[src/rtl/mult_div_unit.sv]
// Iterative 32x32 multiply / divide unit: shift-add multiply, restoring divide,
// one iteration per cycle, fixed 33-cycle latency from start to done.
module mult_div_unit #(
    parameter int WIDTH = 32
) (
    input  logic             clock,
    input  logic             reset,
    input  logic             start,
    input  logic [1:0]       op,
    input  logic [WIDTH-1:0] operandA,
    input  logic [WIDTH-1:0] operandB,
    output logic             busy,
    output logic             done,
    output logic [WIDTH-1:0] hi,
    output logic [WIDTH-1:0] lo,
    output logic             divByZero
);

    typedef enum logic [1:0] {IDLE, RUN, FINISH} stateType;

    stateType         state, nextState;
    logic [5:0]       count;
    logic             isDiv, negProd, negRem, zeroDiv;
    logic [WIDTH-1:0] savedA, acc, low, mcand;

    logic             signedOp, accept, lastStep;
    logic [WIDTH-1:0] absA, absB;
    logic [WIDTH:0]   mulSum;
    logic [WIDTH:0]   divShift;
    logic [WIDTH+1:0] divDiff;
    logic             divFits;
    logic [WIDTH-1:0] stepAcc, stepLow;
    logic [2*WIDTH-1:0] product, signedProduct;

    assign signedOp = ~op[0];
    assign absA     = (signedOp && operandA[WIDTH-1]) ? -operandA : operandA;
    assign absB     = (signedOp && operandB[WIDTH-1]) ? -operandB : operandB;
    assign accept   = start && (state != RUN);
    assign lastStep = (state == RUN) && (count == 6'd31);

    // One iteration of either algorithm; acc holds the running high half / partial remainder.
    always_comb begin
        mulSum   = low[0] ? ({1'b0, acc} + {1'b0, mcand}) : {1'b0, acc};
        divShift = {acc, low[WIDTH-1]};
        divDiff  = {1'b0, divShift} - {2'b00, mcand};
        divFits  = ~divDiff[WIDTH+1];
        if (isDiv) begin
            stepAcc = divFits ? divDiff[WIDTH-1:0] : divShift[WIDTH-1:0];
            stepLow = {low[WIDTH-2:0], divFits};
        end else begin
            stepAcc = mulSum[WIDTH:1];
            stepLow = {mulSum[0], low[WIDTH-1:1]};
        end
        product       = {stepAcc, stepLow};
        signedProduct = negProd ? -product : product;
    end

    always_ff @(posedge clock or negedge reset) begin
        if (!reset) state <= IDLE;
        else        state <= nextState;
    end

    always_comb begin
        nextState = state;
        unique case (state)
            IDLE:    if (start) nextState = RUN;
            RUN:     if (count == 6'd31) nextState = FINISH;
            FINISH:  nextState = start ? RUN : IDLE;
            default: nextState = IDLE;
        endcase
    end

    always_comb begin
        busy = (state == RUN);
        done = (state == FINISH);
    end

    // NOTE: every datapath and result register is cleared by the async reset so an
    // interrupted operation leaves nothing behind.
    always_ff @(posedge clock or negedge reset) begin
        if (!reset) begin
            count     <= '0;
            isDiv     <= 1'b0;
            negProd   <= 1'b0;
            negRem    <= 1'b0;
            zeroDiv   <= 1'b0;
            savedA    <= '0;
            acc       <= '0;
            low       <= '0;
            mcand     <= '0;
            hi        <= '0;
            lo        <= '0;
            divByZero <= 1'b0;
        end else if (accept) begin
            count   <= '0;
            isDiv   <= op[1];
            negProd <= signedOp && (operandA[WIDTH-1] ^ operandB[WIDTH-1]);
            negRem  <= signedOp && operandA[WIDTH-1];
            zeroDiv <= op[1] && (operandB == '0);
            savedA  <= operandA;
            acc     <= '0;
            low     <= op[1] ? absA : absB;
            mcand   <= op[1] ? absB : absA;
        end else if (state == RUN) begin
            count <= count + 6'd1;
            acc   <= stepAcc;
            low   <= stepLow;
            if (lastStep) begin
                if (!isDiv) begin
                    {hi, lo}  <= signedProduct;
                    divByZero <= 1'b0;
                end else if (zeroDiv) begin
                    hi        <= savedA;
                    lo        <= '1;
                    divByZero <= 1'b1;
                end else begin
                    hi        <= negRem  ? -stepAcc : stepAcc;
                    lo        <= negProd ? -stepLow : stepLow;
                    divByZero <= 1'b0;
                end
            end
        end
    end

endmodule

[config.mk]
export PLATFORM = sky130hd
export DESIGN_NAME = mult_div_unit
export DESIGN_NICKNAME = d
export VERILOG_FILES = /design/src/rtl/mult_div_unit.sv
export SDC_FILE = /design/constraint.sdc
export NUM_CORES = 1
export LEC_CHECK = 0
export ABC_AREA = 0
export BUFFER_PORTS_ARGS = -buffer_cell sky130_fd_sc_hd__buf_2
export CAP_MARGIN = 5
export CORE_MARGIN = 1
export CORE_UTILIZATION = 35
export CTS_CLUSTER_DIAMETER = 80
export CTS_CLUSTER_SIZE = 12
export DETAILED_ROUTE_END_ITERATION = 16
export PLACE_DENSITY = 0.6
export REMOVE_ABC_BUFFERS = 1
export SLEW_MARGIN = 20
export SYNTH_ARGS = -nofsm -noshare
export SYNTH_HDL_FRONTEND = slang
export SYNTH_SLANG_ARGS = --single-unit
[constraint.sdc]
create_clock -name clock -period 9.2 [get_ports clock]
set_input_delay 0.46 -clock clock [delete_from_list [all_inputs] [get_ports clock]]
set_output_delay 0.46 -clock clock [all_outputs]
set_load 0.1 [all_outputs]
# == Word-level counts from Yosys, hierarchy flattened ==
# Index checks and enable logic that the tools add are counted.
# word_totals
word_cells,69
output_inout_bits,67
ff_bits,205
# op_classes
add_sub_neg,8
bitwise,4
n_eq_ne,6
n_mux,27
reduce_logical,11
# op_table
op,n
$mux W32,17
$neg A32 Y32,4
$mux W64,1
$neg A64 Y64,1
$sub A33 B32 Y34,1
$add A32 B32 Y33,1
$mux W33,1
$logic_not A32 Y1,1
$mux W6,2
$add A6 B1 Y6 const B,1
$eq A6 B5 Y1 const B,1
$logic_and A1 B1 Y1,6
$pmux W2 S3,1
$mux W2,2
$ne A2 B1 Y1 const B,2
$mux W1,3
$not A1 Y1,3
$reduce_and A3 Y1,1
$eq A2 B1 Y1 const B,1
$eq A2 B2 Y1 const B,1
$logic_not A2 Y1,1
$ne A2 B2 Y1 const B,1
$reduce_and A2 Y1,1
$reduce_bool A2 Y1,1
$xor A1 B1 Y1,1

# == Depth between registers and ports, before layout ==
# logic_depth
depth_word,7
mapped_depth,22
ltp_nobuf,20

# == Worst setup path after synthesis ==
# OpenSTA, ideal clock, no wires.
# synth_timing
kind,reg2reg
startpoint,reg acc[2]
endpoint,reg hi[28]
required_time_ps,9073
period_less_slack_ps,4880
path_buffers,1
arrival_ps,4753
setup_time_ps,127
stages_incl_launch_ff,20
setup_slack_ps,4320
path_cell_list,dfrtp_1 -> ha_1 -> a21o_1 -> a21oi_2 -> a211oi_2 -> o21bai_2 -> a21o_1 -> buf_2 -> a31o_2 -> ha_1 -> nand2_1 -> a2111oi_0 -> nand2_1 -> or2_2 -> or2_2 -> or4_1 -> o31a_1 -> xnor2_1 -> o32a_1 -> nand3_1
# synth_between
elab_chain_len,7
# synth_lines
element,line_no,text
from (decl),24,"logic [WIDTH-1:0] savedA, acc, low, mcand;"
from (signal assigned),106,acc <= stepAcc;
$sub A33 B32 Y34 or $add A32 B32 Y33 (tied branches),"45, 43",
$mux W32 or $mux W33 (tied branches),"48, 43",
$mux W32,47,if (isDiv) begin
$neg A32 Y32,117,hi <= negRem ? -stepAcc : stepAcc;
$mux W32,117,
$mux W32,112,end else if (zeroDiv) begin
$mux W32 *,109,if (!isDiv) begin
to (signal assigned),110,"{hi, lo} <= signedProduct;"
to (signal assigned),113,hi <= savedA;
to (signal assigned),117,
to (decl),14,"output logic [WIDTH-1:0] hi,"
# Every way passes the cells marked *; elsewhere a longest branch is shown, timed or not.
# A chain may end at the register's enable or synchronous reset.

# == Worst setup path in the final report ==
# layout_timing
startpoint,reg mcand[21]
endpoint,reg hi[19]
# layout_between
elab_chain_len,7
# layout_lines
element,line_no,text
from (decl),24,
from (signal assigned),103,mcand <= op[1] ? absB : absA;
$sub A33 B32 Y34 *,45,"divDiff = {1'b0, divShift} - {2'b00, mcand};"
$mux W32,48,stepAcc = divFits ? divDiff[WIDTH-1:0] : divShift[WIDTH-1:0];
$mux W32,47,
$neg A32 Y32,117,
$mux W32,117,
$mux W32,112,
$mux W32 *,109,
# Marks and branches as above.

==> results.md <==
- Outcome: complete, no violations
- Slew Viols, Final: 0
- Final hold violation count: 0
- Worst Reg-to-Reg Cells: 15
- Synth warn: 0
- Top cells by area, synth: dfrtp_1 (29%), o21ai_0 (6.7%), nand2_1 (5.6%), a21oi_1 (5.6%), ha_1 (4.8%)
- Fin nets: 2492
- FF+latch count, synth: 205
- Largest net degree at the start of global routing: 121
- Die extent in y: 228 um
- Final setup TNS: 0 ps
- Number of core rows: 82
- Kind of critical path: flip-flop to flip-flop
- CP endpoint kind: flip-flop
- R2r startpoint: mcand[21]$_DFFE_PN0P_
- # setup viols final: 0
- Top FF cell, synth: dfrtp_1
- Clock Latency Late Sink: 560 ps
- Critical-path maximum fanout: 17
- Share of layout cells above drive strength 1: 11.2%
- Worst setup SP type: flip-flop
- Post-Route WL: 71.8 mm
- Pre-Repair DR Iteration Count: 6
- Slew @ Worst Pin: 1140 ps
- Synth area leader: dfrtp_1
- Die Width: 228 um
- Setup Skew: 28.0 ps
- Drc violations: 0
- Synth async-reset ratio: 100%
- CTS sink cnt: 205
- Worst reg2reg path endpoint: hi[19]$_DFFE_PN0P_
- Vias: 18448
- Mapped cell area: 17900 sq um
- Fmax: 0.163 GHz
- TritonCTS clock tree: built
- Tmin final: 6140 ps
- Slew HR: 23.6%
- Mean Syn Cell Area: 7.76 sq um
- Drt wl/cell: 23.7 um
- VDD IR max: 0.000206 V
- Synth-to-Final Area Change: 10.4%
- Die area: 52000 sq um
- Critical path arrival: 6530 ps
- Root Buffer: clkbuf_16
- DP HPWL: 54.2 mm
- Total power: 8.93 mW
- Number of CTS-inserted buffers: 22
- Number of I/O pins: 136
- Hold crit path type: primary input to flip-flop
- Starting density of the core: 35.6%
- Yosys cell types: 89
- Total of max-cap violations: 0
- Vias in the first global route: 17609
- Seq/Total Area, Yosys: 28.7%
- Post-Synthesis Cells: 2304
- Pwr/cell area: 452 nW/um^2
- Initial DRC Count: 1750
- R2R Setup Slk: 3060 ps
- Clock transition at path regs: 70 ps
- CTS max path bufs: 3
- Gp weighted congestion: 0.983
- Vias/cell: 6.09
- GRT overflow: 0
- Number of flops mapped to enable cells by yosys: 0
- Port Buf Inserts: 135
- Required time of the worst setup path: 9590 ps
- RSZ-0062 raised after global routing: false
- CTS H-tree lvls: 1
- Core footprint: 50300 sq um
- First-pass GRT wire length: 108 mm
- Final Cycle Share: 66.7%
- Worst Setup SP: mcand[21]$_DFFE_PN0P_
- Top-area cell type share of the netlist area: 28.7%
- Pleak: 7.88 nW
- Initial antenna violation count: 1
- Antenna-violating nets left: 0
- Timing endpoint of the critical path: hi[19]$_DFFE_PN0P_
- Gr usage total: 26.7%
-- logic make-up after synthesis --
| kind of cell | count (synthesis) | share of synthesized area, % |
|---|---|---|
| AO/OA/AOI/OAI | 810 | 28.7 |
| adder cells (fa/ha/maj) | 71 | 5.05 |
| buffers and inverters | 213 | 4.58 |
| AND/OR/NAND/NOR | 751 | 19.7 |
| flip-flops | 205 | 28.7 |
| multiplexers | 81 | 4.76 |
| XOR/XNOR | 173 | 8.48 |
-- synthesized netlist by cell type (all sizes together), types with 9 or more instances --
cell type and instances:
o21ai 254, clkbuf 105, ha 69, buf 35
nor2b 22, a211oi 77, o22a 31, a31oi 31
o31ai 21, a21oi 202, o211ai 27, inv 71
nor3 47, mux2i 49, a21o 25, mux2 32
nand3 72, a311oi 9, nand4 32, dfrtp 205
xor2 86, or4 14, o221ai 10, and3 20
o22ai 14, xnor2 87, nand2b 25, nor2 182
o41ai 16, o21a 18, nand2 267, or3 15
nor4 19
-- state kept, by name, summed over array words and instances (netlist names) --
signal and count:
divByZero 1, count 6, mcand 32, negProd 1, hi 32, low 32
negRem 1, isDiv 1, acc 32, lo 32, zeroDiv 1, state 2
savedA 32
-- through the flow --
step / utilization (%) / cells / area [sq um] / hold slack (ps) / worst slack, ps
finish: 39.3 / 3031 / 19700 / 213 / 3060
global route: 39.2 / 3028 / 19700 / 219 / 2790
CTS: 39.2 / 3028 / 19700 / 201 / 3000
detailed placement: 38.0 / 2999 / 19100 / 462 / 3010
global placement: 38.0 / 2999 / 19100 / 455 / 3070
floorplan: - / 2164 / 17300 / 164 / 1530
-- per-layer routing --
metal,GRT usage [%],vias to the layer above,wire length [um]
li1,-,8561,-
met1,35.7,8980,30800
met2,44.0,781,33200
met3,3.66,126,5160
met4,9.33,0,2710
met5,0,-,0
-- cell usage in the layout (no fill, tap or decap), types with 22 or more instances in the layout --
master	netlist	routed
a211oi_1	75	75
a21o_1	25	25
a21oi_1	200	200
a31oi_1	31	31
buf_2	16	133
buf_4	0	28
clkbuf_16	0	22
dfrtp_1	205	204
ha_1	69	69
inv_1	70	68
mux2_2	32	32
mux2i_1	49	49
nand2_1	267	266
nand2b_1	25	24
nand3_1	72	71
nand4_1	32	32
nor2_1	180	180
nor3_1	46	46
o211ai_1	27	27
o21ai_0	241	241
o22a_1	31	31
xnor2_1	87	87
xor2_1	86	86
-- layout make-up --
class	count	area [sq um]
Timing Repair Buffer	164	921
Inverter	73	274
Sequential cell	205	5130
Tap cell	672	841
Clock buffer	24	568
Fill cell	5253	30500
Multi-Input combinational cell	1886	11900
Clock inverter	4	43.8
Antenna cell	3	7.51
-- repair_timing --
action	4_1_cts	5_1_grt
hold buffers	1	0
setup buffers	0	0
hold endpoints to repair	82	0
resized for setup	0	0
-- report_power, final --
group / switching (mW) / internal (mW) / total [mW]
logic: 4.39 / 2.04 / 6.43
clock network: 0.402 / 0.440 / 0.842
registers: 0.412 / 1.25 / 1.66
total: 5.20 / 3.72 / 8.93
-- worst min-delay path by stage --
| stage | from | endpoint | slack, ps | depth (start not counted) |
|---|---|---|---|---|
| after floorplan | reset | acc[0]$_DFFE_PN0P_ | 160 | 0 |
| after global placement | savedA[11]$_DFFE_PN0P_ | savedA[11]$_DFFE_PN0P_ | 450 | 2 |
| after detailed placement | savedA[11]$_DFFE_PN0P_ | savedA[11]$_DFFE_PN0P_ | 460 | 2 |
| after CTS | operandA[13] | savedA[13]$_DFFE_PN0P_ | 200 | 2 |
| after global routing | operandA[30] | savedA[30]$_DFFE_PN0P_ | 220 | 2 |
| final | operandA[5] | savedA[5]$_DFFE_PN0P_ | 210 | 2 |
-- worst max-delay path: stages, from the launching register on --
cell and delay (ps):
dfrtp_1 410, inv_1 70, ha_1 450, nand2_1 190
nor2_2 180, and3_1 270, nand4_1 310, a21oi_4 770
nor2_4 160, a311oi_1 880, nand4b_1 720, or2_2 560
o31ai_1 570, nand3_1 160, nand3_1 140, o211ai_1 110
No activity file was read; power rests on OpenSTA's default activity.
